## config.mk

```make
export PLATFORM = sky130hd
export DESIGN_NAME = sampler_ctrl_flat
export DESIGN_NICKNAME = d
export VERILOG_FILES = /design/src/rtl/mac_video_pkg.sv /design/src/rtl/sampler_ctrl_if.sv /design/src/rtl/sync_edge_det.sv /design/src/rtl/sampler_ctrl.sv /design/src/flat_wrapper.sv
export SDC_FILE = /design/constraint.sdc
export NUM_CORES = 1
export LEC_CHECK = 0
export BUFFER_PORTS_ARGS = -buffer_cell sky130_fd_sc_hd__buf_2
export CAP_MARGIN = 30
export CORE_ASPECT_RATIO = 1.5
export CORE_MARGIN = 10
export CORE_UTILIZATION = 45
export CTS_CLUSTER_DIAMETER = 40
export CTS_CLUSTER_SIZE = 25
export DETAILED_ROUTE_END_ITERATION = 8
export PLACE_DENSITY = 0.62
export REMOVE_ABC_BUFFERS = 1
export SLEW_MARGIN = 0
export SYNTH_ARGS = -nofsm -noshare
export SYNTH_HDL_FRONTEND = slang
export SYNTH_HIERARCHICAL = 1
export SYNTH_SLANG_ARGS = --single-unit
```

## constraint.sdc

```tcl
create_clock -name clk -period 4 [get_ports clk]
set_input_delay 0.6 -clock clk [delete_from_list [all_inputs] [get_ports clk]]
set_output_delay 0.6 -clock clk [all_outputs]
set_load 0.05 [all_outputs]
```

## src/rtl/mac_video_pkg.sv

```systemverilog
// Shared definitions for the Mac video sampler: acquisition FSM states,
// default tuning values and the fixed Mac raster constants.
package mac_video_pkg;

    typedef enum logic [1:0] {
        NOSIG   = 2'd0,
        ACQUIRE = 2'd1,
        LOCKED  = 2'd2
    } state_t;

    // Pixel-clock accumulator increment: default and saturation window.
    localparam logic [15:0] DEF_CTR_INC     = 16'd5133;
    localparam logic [15:0] DEF_CTR_INC_MIN = 16'd4800;
    localparam logic [15:0] DEF_CTR_INC_MAX = 16'd5500;

    // Sample offset within a pixel; lower bound is always 0.
    localparam logic [3:0]  DEF_OFS         = 4'd2;
    localparam logic [3:0]  DEF_OFS_MAX     = 4'd5;

    // Sync-loss timeout counter width (timeout = 2**W-1 cycles).
    localparam int          DEF_TIMEOUT_W   = 24;

    // Acceptable hsync count per frame, inclusive, and frames needed to lock.
    localparam logic [8:0]  DEF_LINES_MIN   = 9'd360;
    localparam logic [8:0]  DEF_LINES_MAX   = 9'd380;
    localparam logic [3:0]  DEF_LOCK_FRAMES = 4'd2;

    // Mac raster: visible pixels per line, visible lines, total pixels per line.
    localparam int          MAC_H_PIXELS    = 512;
    localparam int          MAC_V_LINES     = 342;
    localparam int          MAC_H_TOTAL     = 704;

endpackage

```

## src/rtl/sampler_ctrl_if.sv

```systemverilog
// Bus bundle for sampler_ctrl: button/sync inputs, sampling controls and
// status outputs, plus the FSM state and shadow registers for observation.
//
// Strobe semantics: btn_strb[i] qualifies btn_val[i] for exactly one cycle.
// There is no back-pressure; the block consumes every strobe in the cycle it
// is seen, and a strobe with btn_val[i] low (a release) is ignored.
interface sampler_ctrl_if;
    logic [3:0]            btn_val;
    logic [3:0]            btn_strb;
    logic                  hsync_in;
    logic                  vsync_in;
    logic [15:0]           ctr_inc;
    logic [3:0]            samp_offset;
    logic                  line_start;
    logic                  frame_start;
    logic                  locked;
    logic                  signal_ok;
    mac_video_pkg::state_t fsm_state;
    logic [15:0]           shadow_inc;
    logic [3:0]            shadow_ofs;

    modport master (
        output btn_val, btn_strb, hsync_in, vsync_in,
        input  ctr_inc, samp_offset, line_start, frame_start, locked,
               signal_ok, fsm_state, shadow_inc, shadow_ofs
    );

    modport slave (
        input  btn_val, btn_strb, hsync_in, vsync_in,
        output ctr_inc, samp_offset, line_start, frame_start, locked,
               signal_ok, fsm_state, shadow_inc, shadow_ofs
    );
endinterface

```

## src/rtl/sync_edge_det.sv

```systemverilog
// Two-flop synchroniser plus history flop for one asynchronous sync input,
// producing a registered one-cycle pulse on the selected edge. The pulse
// appears three clock edges after the first edge that samples the new level.
module sync_edge_det #(
    parameter bit DETECT_RISE = 1'b1
) (
    input  logic clk,
    input  logic rst_n,
    input  logic din,
    output logic pulse
);

    logic stage1;
    logic stage2;
    logic hist;
    logic edge_seen;

    // Synchronise the raw input and keep one cycle of history for edge compare.
    always_ff @(posedge clk or negedge rst_n) begin
        if (!rst_n) begin
            stage1 <= 1'b0;
            stage2 <= 1'b0;
            hist   <= 1'b0;
        end else begin
            stage1 <= din;
            stage2 <= stage1;
            hist   <= stage2;
        end
    end

    assign edge_seen = DETECT_RISE ? (stage2 & ~hist) : (~stage2 & hist);

    // Register the edge so downstream logic sees a clean one-cycle pulse.
    always_ff @(posedge clk or negedge rst_n) begin
        if (!rst_n) begin
            pulse <= 1'b0;
        end else begin
            pulse <= edge_seen;
        end
    end

endmodule

```

## src/rtl/sampler_ctrl.sv

```systemverilog
// Sampling controller for a Mac video capture front end. Generates line and
// frame strobes from the raw syncs, judges each frame by its line count,
// acquires/holds lock, detects loss of sync and applies button adjustments to
// the pixel-clock increment and sample offset (deferred to frame boundaries
// while locked so a line is never sampled with mixed settings).
module sampler_ctrl
    import mac_video_pkg::*;
#(
    parameter logic [15:0] CTR_INC_DEF = DEF_CTR_INC,
    parameter logic [15:0] CTR_INC_MIN = DEF_CTR_INC_MIN,
    parameter logic [15:0] CTR_INC_MAX = DEF_CTR_INC_MAX,
    parameter logic [3:0]  OFS_DEF     = DEF_OFS,
    parameter logic [3:0]  OFS_MAX     = DEF_OFS_MAX,
    parameter int          TIMEOUT_W   = DEF_TIMEOUT_W,
    parameter logic [8:0]  LINES_MIN   = DEF_LINES_MIN,
    parameter logic [8:0]  LINES_MAX   = DEF_LINES_MAX,
    parameter logic [3:0]  LOCK_FRAMES = DEF_LOCK_FRAMES
) (
    input  logic           clk,
    input  logic           rst_n,
    sampler_ctrl_if.slave  bus
);

    logic                 line_start;
    logic                 frame_start;
    logic [3:0]           press;
    logic [15:0]          shadow_inc;
    logic [3:0]           shadow_ofs;
    logic [15:0]          active_inc;
    logic [3:0]           active_ofs;
    logic [8:0]           line_cnt;
    logic                 frame_valid;
    logic [TIMEOUT_W-1:0] tmo_cnt;
    logic                 signal_ok;
    logic                 timeout;
    state_t               state;
    state_t               state_nxt;
    logic [3:0]           vcnt;
    logic [3:0]           vcnt_nxt;

    // Mac hsync is active low: a line begins on its falling edge.
    sync_edge_det #(.DETECT_RISE(1'b0)) u_hsync_det (
        .clk   (clk),
        .rst_n (rst_n),
        .din   (bus.hsync_in),
        .pulse (line_start)
    );

    // A frame begins on the vsync rising edge.
    sync_edge_det #(.DETECT_RISE(1'b1)) u_vsync_det (
        .clk   (clk),
        .rst_n (rst_n),
        .din   (bus.vsync_in),
        .pulse (frame_start)
    );

    assign press = bus.btn_strb & bus.btn_val;

    // Shadow settings: saturating +/-1 per press; opposing presses cancel.
    always_ff @(posedge clk or negedge rst_n) begin
        if (!rst_n) begin
            shadow_inc <= CTR_INC_DEF;
            shadow_ofs <= OFS_DEF;
        end else begin
            if (press[1] && !press[0] && (shadow_inc < CTR_INC_MAX)) begin
                shadow_inc <= shadow_inc + 16'd1;
            end else if (press[0] && !press[1] && (shadow_inc > CTR_INC_MIN)) begin
                shadow_inc <= shadow_inc - 16'd1;
            end
            if (press[3] && !press[2] && (shadow_ofs < OFS_MAX)) begin
                shadow_ofs <= shadow_ofs + 4'd1;
            end else if (press[2] && !press[3] && (shadow_ofs != 4'd0)) begin
                shadow_ofs <= shadow_ofs - 4'd1;
            end
        end
    end

    // Active settings follow the shadows, except that in lock they only move
    // at a frame boundary so the new values apply from the next line onward.
    always_ff @(posedge clk or negedge rst_n) begin
        if (!rst_n) begin
            active_inc <= CTR_INC_DEF;
            active_ofs <= OFS_DEF;
        end else if ((state != LOCKED) || frame_start) begin
            active_inc <= shadow_inc;
            active_ofs <= shadow_ofs;
        end
    end

    // Lines seen in the current frame; a new frame restarts the count, and a
    // line strobe coinciding with the frame strobe is the new frame's first.
    always_ff @(posedge clk or negedge rst_n) begin
        if (!rst_n) begin
            line_cnt <= 9'd0;
        end else if (frame_start) begin
            line_cnt <= line_start ? 9'd1 : 9'd0;
        end else if (line_start && (line_cnt != 9'h1FF)) begin
            line_cnt <= line_cnt + 9'd1;
        end
    end

    // The count still holds the finished frame in the frame_start cycle.
    assign frame_valid = (line_cnt >= LINES_MIN) && (line_cnt <= LINES_MAX);

    // Sync-loss watchdog: any sync strobe restarts it; it parks at all-ones.
    always_ff @(posedge clk or negedge rst_n) begin
        if (!rst_n) begin
            tmo_cnt <= '1;
        end else if (line_start || frame_start) begin
            tmo_cnt <= '0;
        end else if (tmo_cnt != '1) begin
            tmo_cnt <= tmo_cnt + TIMEOUT_W'(1);
        end
    end

    // signal_ok drops one cycle after the watchdog reaches all-ones.
    always_ff @(posedge clk or negedge rst_n) begin
        if (!rst_n) begin
            signal_ok <= 1'b0;
        end else begin
            signal_ok <= ~(&tmo_cnt);
        end
    end

    // The cycle in which signal_ok is about to fall.
    assign timeout = signal_ok & (&tmo_cnt);

    // Acquisition state and valid-frame counter registers.
    always_ff @(posedge clk or negedge rst_n) begin
        if (!rst_n) begin
            state <= NOSIG;
            vcnt  <= 4'd0;
        end else begin
            state <= state_nxt;
            vcnt  <= vcnt_nxt;
        end
    end

    // Acquisition decisions are taken only at frame boundaries; loss of sync
    // overrides everything, including a frame boundary in the same cycle.
    always_comb begin
        state_nxt = state;
        vcnt_nxt  = vcnt;
        if (timeout) begin
            state_nxt = NOSIG;
        end else if (frame_start) begin
            case (state)
                NOSIG: begin
                    // The partial frame before the first vsync is never judged.
                    state_nxt = ACQUIRE;
                    vcnt_nxt  = 4'd0;
                end
                ACQUIRE: begin
                    if (frame_valid) begin
                        vcnt_nxt = vcnt + 4'd1;
                        if ((vcnt + 4'd1) >= LOCK_FRAMES) begin
                            state_nxt = LOCKED;
                        end
                    end else begin
                        vcnt_nxt = 4'd0;
                    end
                end
                LOCKED: begin
                    if (!frame_valid) begin
                        state_nxt = ACQUIRE;
                        vcnt_nxt  = 4'd0;
                    end
                end
                default: begin
                    state_nxt = NOSIG;
                    vcnt_nxt  = 4'd0;
                end
            endcase
        end
    end

    assign bus.ctr_inc     = active_inc;
    assign bus.samp_offset = active_ofs;
    assign bus.line_start  = line_start;
    assign bus.frame_start = frame_start;
    assign bus.locked      = (state == LOCKED);
    assign bus.signal_ok   = signal_ok;
    assign bus.fsm_state   = state;
    assign bus.shadow_inc  = shadow_inc;
    assign bus.shadow_ofs  = shadow_ofs;

endmodule

```

## src/flat_wrapper.sv

```systemverilog
// flat-port wrapper written by rule: the top's interface ports become plain ports
module sampler_ctrl_flat import mac_video_pkg::*;
#(
    parameter logic [15:0] CTR_INC_DEF = DEF_CTR_INC,
    parameter logic [15:0] CTR_INC_MIN = DEF_CTR_INC_MIN,
    parameter logic [15:0] CTR_INC_MAX = DEF_CTR_INC_MAX,
    parameter logic [3:0]  OFS_DEF     = DEF_OFS,
    parameter logic [3:0]  OFS_MAX     = DEF_OFS_MAX,
    parameter int          TIMEOUT_W   = DEF_TIMEOUT_W,
    parameter logic [8:0]  LINES_MIN   = DEF_LINES_MIN,
    parameter logic [8:0]  LINES_MAX   = DEF_LINES_MAX,
    parameter logic [3:0]  LOCK_FRAMES = DEF_LOCK_FRAMES
)
  (clk, rst_n, bus_btn_val, bus_btn_strb, bus_hsync_in, bus_vsync_in, bus_ctr_inc, bus_samp_offset, bus_line_start, bus_frame_start, bus_locked, bus_signal_ok, bus_fsm_state, bus_shadow_inc, bus_shadow_ofs);
  sampler_ctrl_if bus_i ();
  input  logic clk;
  input  logic rst_n;
  input wire logic [$bits(bus_i.btn_val)-1:0] bus_btn_val;
  input wire logic [$bits(bus_i.btn_strb)-1:0] bus_btn_strb;
  input wire logic [$bits(bus_i.hsync_in)-1:0] bus_hsync_in;
  input wire logic [$bits(bus_i.vsync_in)-1:0] bus_vsync_in;
  output wire logic [$bits(bus_i.ctr_inc)-1:0] bus_ctr_inc;
  output wire logic [$bits(bus_i.samp_offset)-1:0] bus_samp_offset;
  output wire logic [$bits(bus_i.line_start)-1:0] bus_line_start;
  output wire logic [$bits(bus_i.frame_start)-1:0] bus_frame_start;
  output wire logic [$bits(bus_i.locked)-1:0] bus_locked;
  output wire logic [$bits(bus_i.signal_ok)-1:0] bus_signal_ok;
  output wire logic [$bits(bus_i.fsm_state)-1:0] bus_fsm_state;
  output wire logic [$bits(bus_i.shadow_inc)-1:0] bus_shadow_inc;
  output wire logic [$bits(bus_i.shadow_ofs)-1:0] bus_shadow_ofs;
  assign bus_i.btn_val = bus_btn_val;
  assign bus_i.btn_strb = bus_btn_strb;
  assign bus_i.hsync_in = bus_hsync_in;
  assign bus_i.vsync_in = bus_vsync_in;
  assign bus_ctr_inc = bus_i.ctr_inc;
  assign bus_samp_offset = bus_i.samp_offset;
  assign bus_line_start = bus_i.line_start;
  assign bus_frame_start = bus_i.frame_start;
  assign bus_locked = bus_i.locked;
  assign bus_signal_ok = bus_i.signal_ok;
  assign bus_fsm_state = bus_i.fsm_state;
  assign bus_shadow_inc = bus_i.shadow_inc;
  assign bus_shadow_ofs = bus_i.shadow_ofs;
  sampler_ctrl #(.CTR_INC_DEF(CTR_INC_DEF), .CTR_INC_MIN(CTR_INC_MIN), .CTR_INC_MAX(CTR_INC_MAX), .OFS_DEF(OFS_DEF), .OFS_MAX(OFS_MAX), .TIMEOUT_W(TIMEOUT_W), .LINES_MIN(LINES_MIN), .LINES_MAX(LINES_MAX), .LOCK_FRAMES(LOCK_FRAMES)) u_core (.clk(clk), .rst_n(rst_n), .bus(bus_i));
endmodule
```

; Word level (Yosys, flattened, before mapping)
; Index checks and enable logic that the tools add are counted.
[op_classes]
addsub = 7
order_cmp = 6
eq_ne = 9
mux = 18
n_bitwise = 8
reduce_logical = 26
[ops]
columns = operator, n
row1 = $mux 24, 2
row2 = $mux 16, 2
row3 = $add 24x1->24 const B, 1
row4 = $ne 24x24->1 const B, 1
row5 = $reduce_and 24->1, 1
row6 = $mux 9, 2
row7 = $add 16x1->16 const B, 1
row8 = $gt 16x13->1 const B, 1
row9 = $lt 16x13->1 const B, 1
row10 = $mux 4, 4
row11 = $sub 16x1->16 const B, 1
row12 = $logic_and 1x1->1, 10
row13 = $mux 2, 5
row14 = $reduce_bool 2->1, 5
row15 = $add 9x1->9 const B, 1
row16 = $ge 9x9->1 const B, 1
row17 = $le 9x9->1 const B, 1
row18 = $ne 9x9->1 const B, 1
row19 = $add 4x1->4 const B, 2
row20 = $pmux 4 s2, 1
row21 = $ne 3x1->1 const B, 2
row22 = $pmux 2 s3, 1
row23 = $and 4x4->4, 1
row24 = $ge 4x2->1 const B, 1
row25 = 15 further kinds, 25
[word_totals]
reg_bits = 88
output_inout_bits = 46
elab_cells = 91

; Logic depth before layout (Yosys ltp)
[depth]
word_depth = 7
depth_mapped = 12
mapped_depth_nobuf = 12

; Cells and area by module
; Netlist, hierarchy kept.
[modules_own_cells]
columns = module, instances, cells_each, area_per_inst_um2
row1 = sampler_ctrl, 1, 456, 4509.3
row2 = sync_edge_det, 2, 5, 113.9

; Worst setup path before layout
; No wires, ideal clock.
[synth_path]
path_kind = reg2reg
startpoint = register u_core.shadow_inc[6], in the netlist u_core/bus.shadow_inc[6]
endpoint = register u_core.shadow_inc[14], in the netlist u_core/bus.shadow_inc[14]
arrival_ns = 3.063
required_time_ns = 3.875
path_slack_ns = 0.813
stages_incl_launch_ff = 13
path_cell_list = dfrtp_1 > nand4_1 > o21ai_0 > a21o_1 > inv_1 > fa_1 > nor2b_1 > o31ai_1 > a21oi_1 > nand3_1 > o31ai_1 > xor2_1 > mux2_2
[synth_between]
elab_chain_cells = 3
elab_cells_between_ends = 9
cone_classes = add/sub (2) / order compare (2) / mux (2) / reduce/logical (3)
[synth_lines]
columns = element, line
row1 = start: declaration, sampler_ctrl.sv:27  ; logic [15:0] shadow_inc;
row2 = start signal: assignment, sampler_ctrl.sv:66  ; shadow_inc <= shadow_inc + 16'd1;
row3 = start signal: assignment, sampler_ctrl.sv:68  ; shadow_inc <= shadow_inc - 16'd1;
row4 = $sub 16x1->16 (tied with other cells), sampler_ctrl.sv:68
row5 = $mux 16 (tied with other cells), sampler_ctrl.sv:67  ; end else if (press[0] && !press[1] && (shadow_inc > CTR_INC_MIN)) begin
row6 = $mux 16 or $reduce_bool 2->1 (tied branches), --
; Several ways; a longest one is shown, not always the timed one. The select of a mux whose other input is x is not followed.
; A chain may end at the register's enable or synchronous reset.

; Worst setup path after layout
[layout_path]
startpoint = register u_core.shadow_inc[14], in the netlist u_core/bus.shadow_inc[14]
endpoint = register u_core.shadow_inc[13], in the netlist u_core/bus.shadow_inc[13]
[layout_between]
elab_chain_cells = 3
elab_cells_between_ends = 6
cone_classes = order compare (2) / mux (1) / reduce/logical (3)
[layout_lines]
columns = element, line
row1 = $lt 16x13->1 or $gt 16x13->1 (tied branches), "sampler_ctrl.sv:65, sampler_ctrl.sv:67"
row2 = "$logic_and 1x1->1, on equally long branches", "sampler_ctrl.sv:65, sampler_ctrl.sv:67"
row3 = $mux 16 or $reduce_bool 2->1 (tied branches), --
; Several ways; a longest one is shown, not always the timed one.

==> results.toml <==
[global_routing]
grt_max_degree = 73
grtUsageTotal_pct = 14.0
grt_pass1_wl_um = 18100
grt_overflow = 0
antenna_found_initial = 0
grt_pass1_vias = 3705

[clocking]
numCtsBuffers = 9
h-tree-depth = 3
postCtsSetupRepairBufs = 0
hold_buffers = 0
clockRootBuffer = "clkbuf_16"
insertion_delay_ps = 330
ctsResizeCount = 0
path_clk_slew_ps = 70
clock-sinks = 88
cts_tree = "yes"
cts_max_path_buffers = 2

[pwr]
finalPower_w = 0.00421
irDropWorstVdd_mv = 0.632
powerDensity_mw_per_mm2 = 765
power.leakage_nw = 2.31

[finish]
final_layout_size_suffix_gt1_share_pct = 27.8
layout-area-overhead-vs-synth_pct = 16.3
fin_cells = 673
final_nets = 564
fin_util_pct = 54.1
antenna_cells = 0

[placed_design]
gp_congestion = 0.816
dp_cells = 657
place.port_buffers = 57
dp_hpwl_um = 7530
dpl_worst_slack_ps = 779

[sta]
finalCritPeriodShare_pct = 79.9
clock_skew_ps = 6.06
finalSetupViolCount = 0
worst_pin_slew_ps = 908
period_needed_ps = 3200
rsz0062_at_grt = "false"
slew_viol_final = 0
maxSlewHeadroom_pct = 39.5
fin_setup_tns_ps = 0
hold_viol = 0
max_freq_ghz = 0.313
final.setup.worst_slack_ps = 805

[critical_path]
worstPathMaxFanout = 6
crit_top_cell = "a21oi_1"
path_buf_inv = 0
cp_slowest_cell = "dfrtp_1"
arrival_ps = 3370
r2r-start = "u_core/bus.shadow_inc[14]$_DFFE_PN0P_"
worstSetupStartpoint = "u_core/bus.shadow_inc[14]$_DFFE_PN0P_"
r2r_cells = 11
cp-end-kind = "flip-flop"
worstPathRequired_ps = 4180
endpoint = "u_core/bus.shadow_inc[13]$_DFFE_PN0P_"
max_stage_delay_ps = 430
path_depth = 11
reg2reg_to = "u_core/bus.shadow_inc[13]$_DFFE_PN0P_"
path_delay_family = "compound AO/OA/AOI/OAI gates"
r2r_setup_slack_ps = 800
start_kind = "flip-flop"
criticalPathCategory = "flip-flop to flip-flop"
path_cells = "nor3_1 > nand4_1 > a21o_1 > ha_1 > a21oi_1 > nor2b_1 > a311o_1 > a31oi_1 > o221ai_1 > xnor2_1 > a21oi_1"

[logic_synthesis]
synth_area_leaders = "dfrtp_1 27%, dfstp_2 20%, ha_1 6.1%"
yosys_warnings = 6
synth_xor_area_share_pct = 7.03
ys_types = 48
async_flop_share_pct = 100
synth_seq_cells = 88
syn_area_mm2 = 0.00474
synth_edf_count = 0
synth-simple-area-share_pct = 19.1
synth_ff_type = "dfrtp_1"
synth.avg_cell_area_um2 = 10.2
synth_top_area_share_pct = 27.5
synth_top_family_by_area = "simple AND/OR/NAND/NOR gates"
yosysSeqAreaShare_pct = 47.4
synth_common_cells = "52 x dfrtp_1, 52 x nor2_1, 38 x nand2_1, 36 x dfstp_2, 31 x a21oi_1"
synth_top_area_cell = "dfrtp_1"
yosys-mux-area-fraction_pct = 6.52
synthAdderAreaFrac_pct = 6.92
synth_compound_area_share_pct = 11.0
synthCells = 466

[routing]
first_pass_iters = 5
wl_um = 10200
vias = 3597
drc = 0
ant_nets = 0
routedWlPerCell_um = 15.2
drt-initial-drc-count = 122
vias_per_cell = 5.34

[die]
start_util_pct = 46.5
die_w_um = 104
coreArea_mm2 = 0.0102
num_rows = 45
die_h_um = 146
die_area_mm2 = 0.0151
io_pins = 58

[run_status]
status = "finished, final reports clean"

[min_path]
hold_class = "primary input to asynchronous set/reset pin"

[job]
timing.max_cap.violations = 0
-- layer usage --
metal	part of all wire [%]	global-route usage, %	up-vias	wire, um
li1	-	-	1778	-
met4	1.7	4.68	0	178
met5	0	0	-	0
met3	4.3	3.28	16	436
met2	51	24.5	72	5250
met1	43	16.2	1731	4360
-- cell type report --
class	count	area, um^2
flip-flops and latches	88	2250
inverters	12	45.0
clock buffers	10	239
multi-input cells	355	2400
well taps	141	176
repair buffers	61	338
fillers	890	4680
clock inverters	6	66.3
-- how the worst min path moves through the flow --
| stage | end | cells past startpoint | start |
|---|---|---|---|
| final | u_core/bus.ctr_inc[4]$_DFFE_PN0P_ | 1 | rst_n |
| after global routing | u_core/u_vsync_det/stage1$_DFF_PN0_ | 1 | bus_vsync_in |
| after CTS | u_core/u_vsync_det/stage1$_DFF_PN0_ | 1 | bus_vsync_in |
| after detailed placement | u_core/u_hsync_det/stage2$_DFF_PN0_ | 0 | u_core/u_hsync_det/stage1$_DFF_PN0_ |
| after global placement | u_core/u_vsync_det/stage2$_DFF_PN0_ | 0 | u_core/u_vsync_det/stage1$_DFF_PN0_ |
| after floorplan | u_core/bus.ctr_inc[11]$_DFFE_PN0P_ | 0 | rst_n |
-- report_power, final --
| part | switching (W) | internal, W | total [W] |
|---|---|---|---|
| sequential | 0.000230 | 0.00115 | 0.00138 |
| clock | 0.000349 | 0.000504 | 0.000853 |
| combinational | 0.00135 | 0.000627 | 0.00198 |
| total | 0.00193 | 0.00228 | 0.00421 |
-- worst register-to-register path: cells and delay by family, from the launching register on --
family | cells | cell delay [ps]
XOR/XNOR | 1 | 180
AND/OR/NAND/NOR | 3 | 510
flip-flops | 1 | 430
AO/OA/AOI/OAI | 6 | 1530
adder cells (fa/ha/maj) | 1 | 390
-- through the flow --
step,hold WS [ps],instance area (um^2)
finish,359,5510
global route,363,5510
CTS,357,5510
detailed placement,350,5200
global placement,334,5180
floorplan,304,4690
-- state kept, by name, summed over array words and instances (netlist names), 2 cells and up --
register / cells
u_core/bus.ctr_inc: 16
u_core/bus.fsm_state: 2
u_core/bus.samp_offset: 4
u_core/bus.shadow_inc: 16
u_core/bus.shadow_ofs: 4
u_core/line_cnt: 9
u_core/tmo_cnt: 24
u_core/vcnt: 4
-- cell usage in the layout (no fill, tap or decap), types with 3 or more instances in the layout --
| master | count |
|---|---|
| o22ai_1 | 3 |
| a21o_1 | 5 |
| o21ai_0 | 20 |
| xnor2_1 | 19 |
| nor3_1 | 13 |
| nor2b_1 | 7 |
| or3_1 | 3 |
| dfrtp_1 | 52 |
| a31oi_1 | 8 |
| buf_4 | 4 |
| ha_1 | 23 |
| nand4_1 | 11 |
| mux2_2 | 23 |
| o21a_1 | 3 |
| nand2_1 | 38 |
| mux2i_1 | 5 |
| nor2_1 | 52 |
| clkbuf_16 | 9 |
| inv_1 | 12 |
| and3_1 | 6 |
| a21oi_1 | 31 |
| and4_1 | 5 |
| o31ai_1 | 3 |
| xor2_1 | 19 |
| buf_2 | 56 |
| nor3b_1 | 3 |
| nand2b_1 | 3 |
| or2_2 | 3 |
| nor4_1 | 3 |
| nand3_1 | 22 |
| dfstp_2 | 36 |
-- logic make-up (layout without fill, tap and decap cells) --
logic type	count (synthesis)	in the layout
xor+xnor	38	38
mux	28	28
simple gates	178	178
compound gates	86	86
fa+ha+maj	25	25
flops	88	88
buf+inv	23	89
Power figures use the tool's default switching activity.
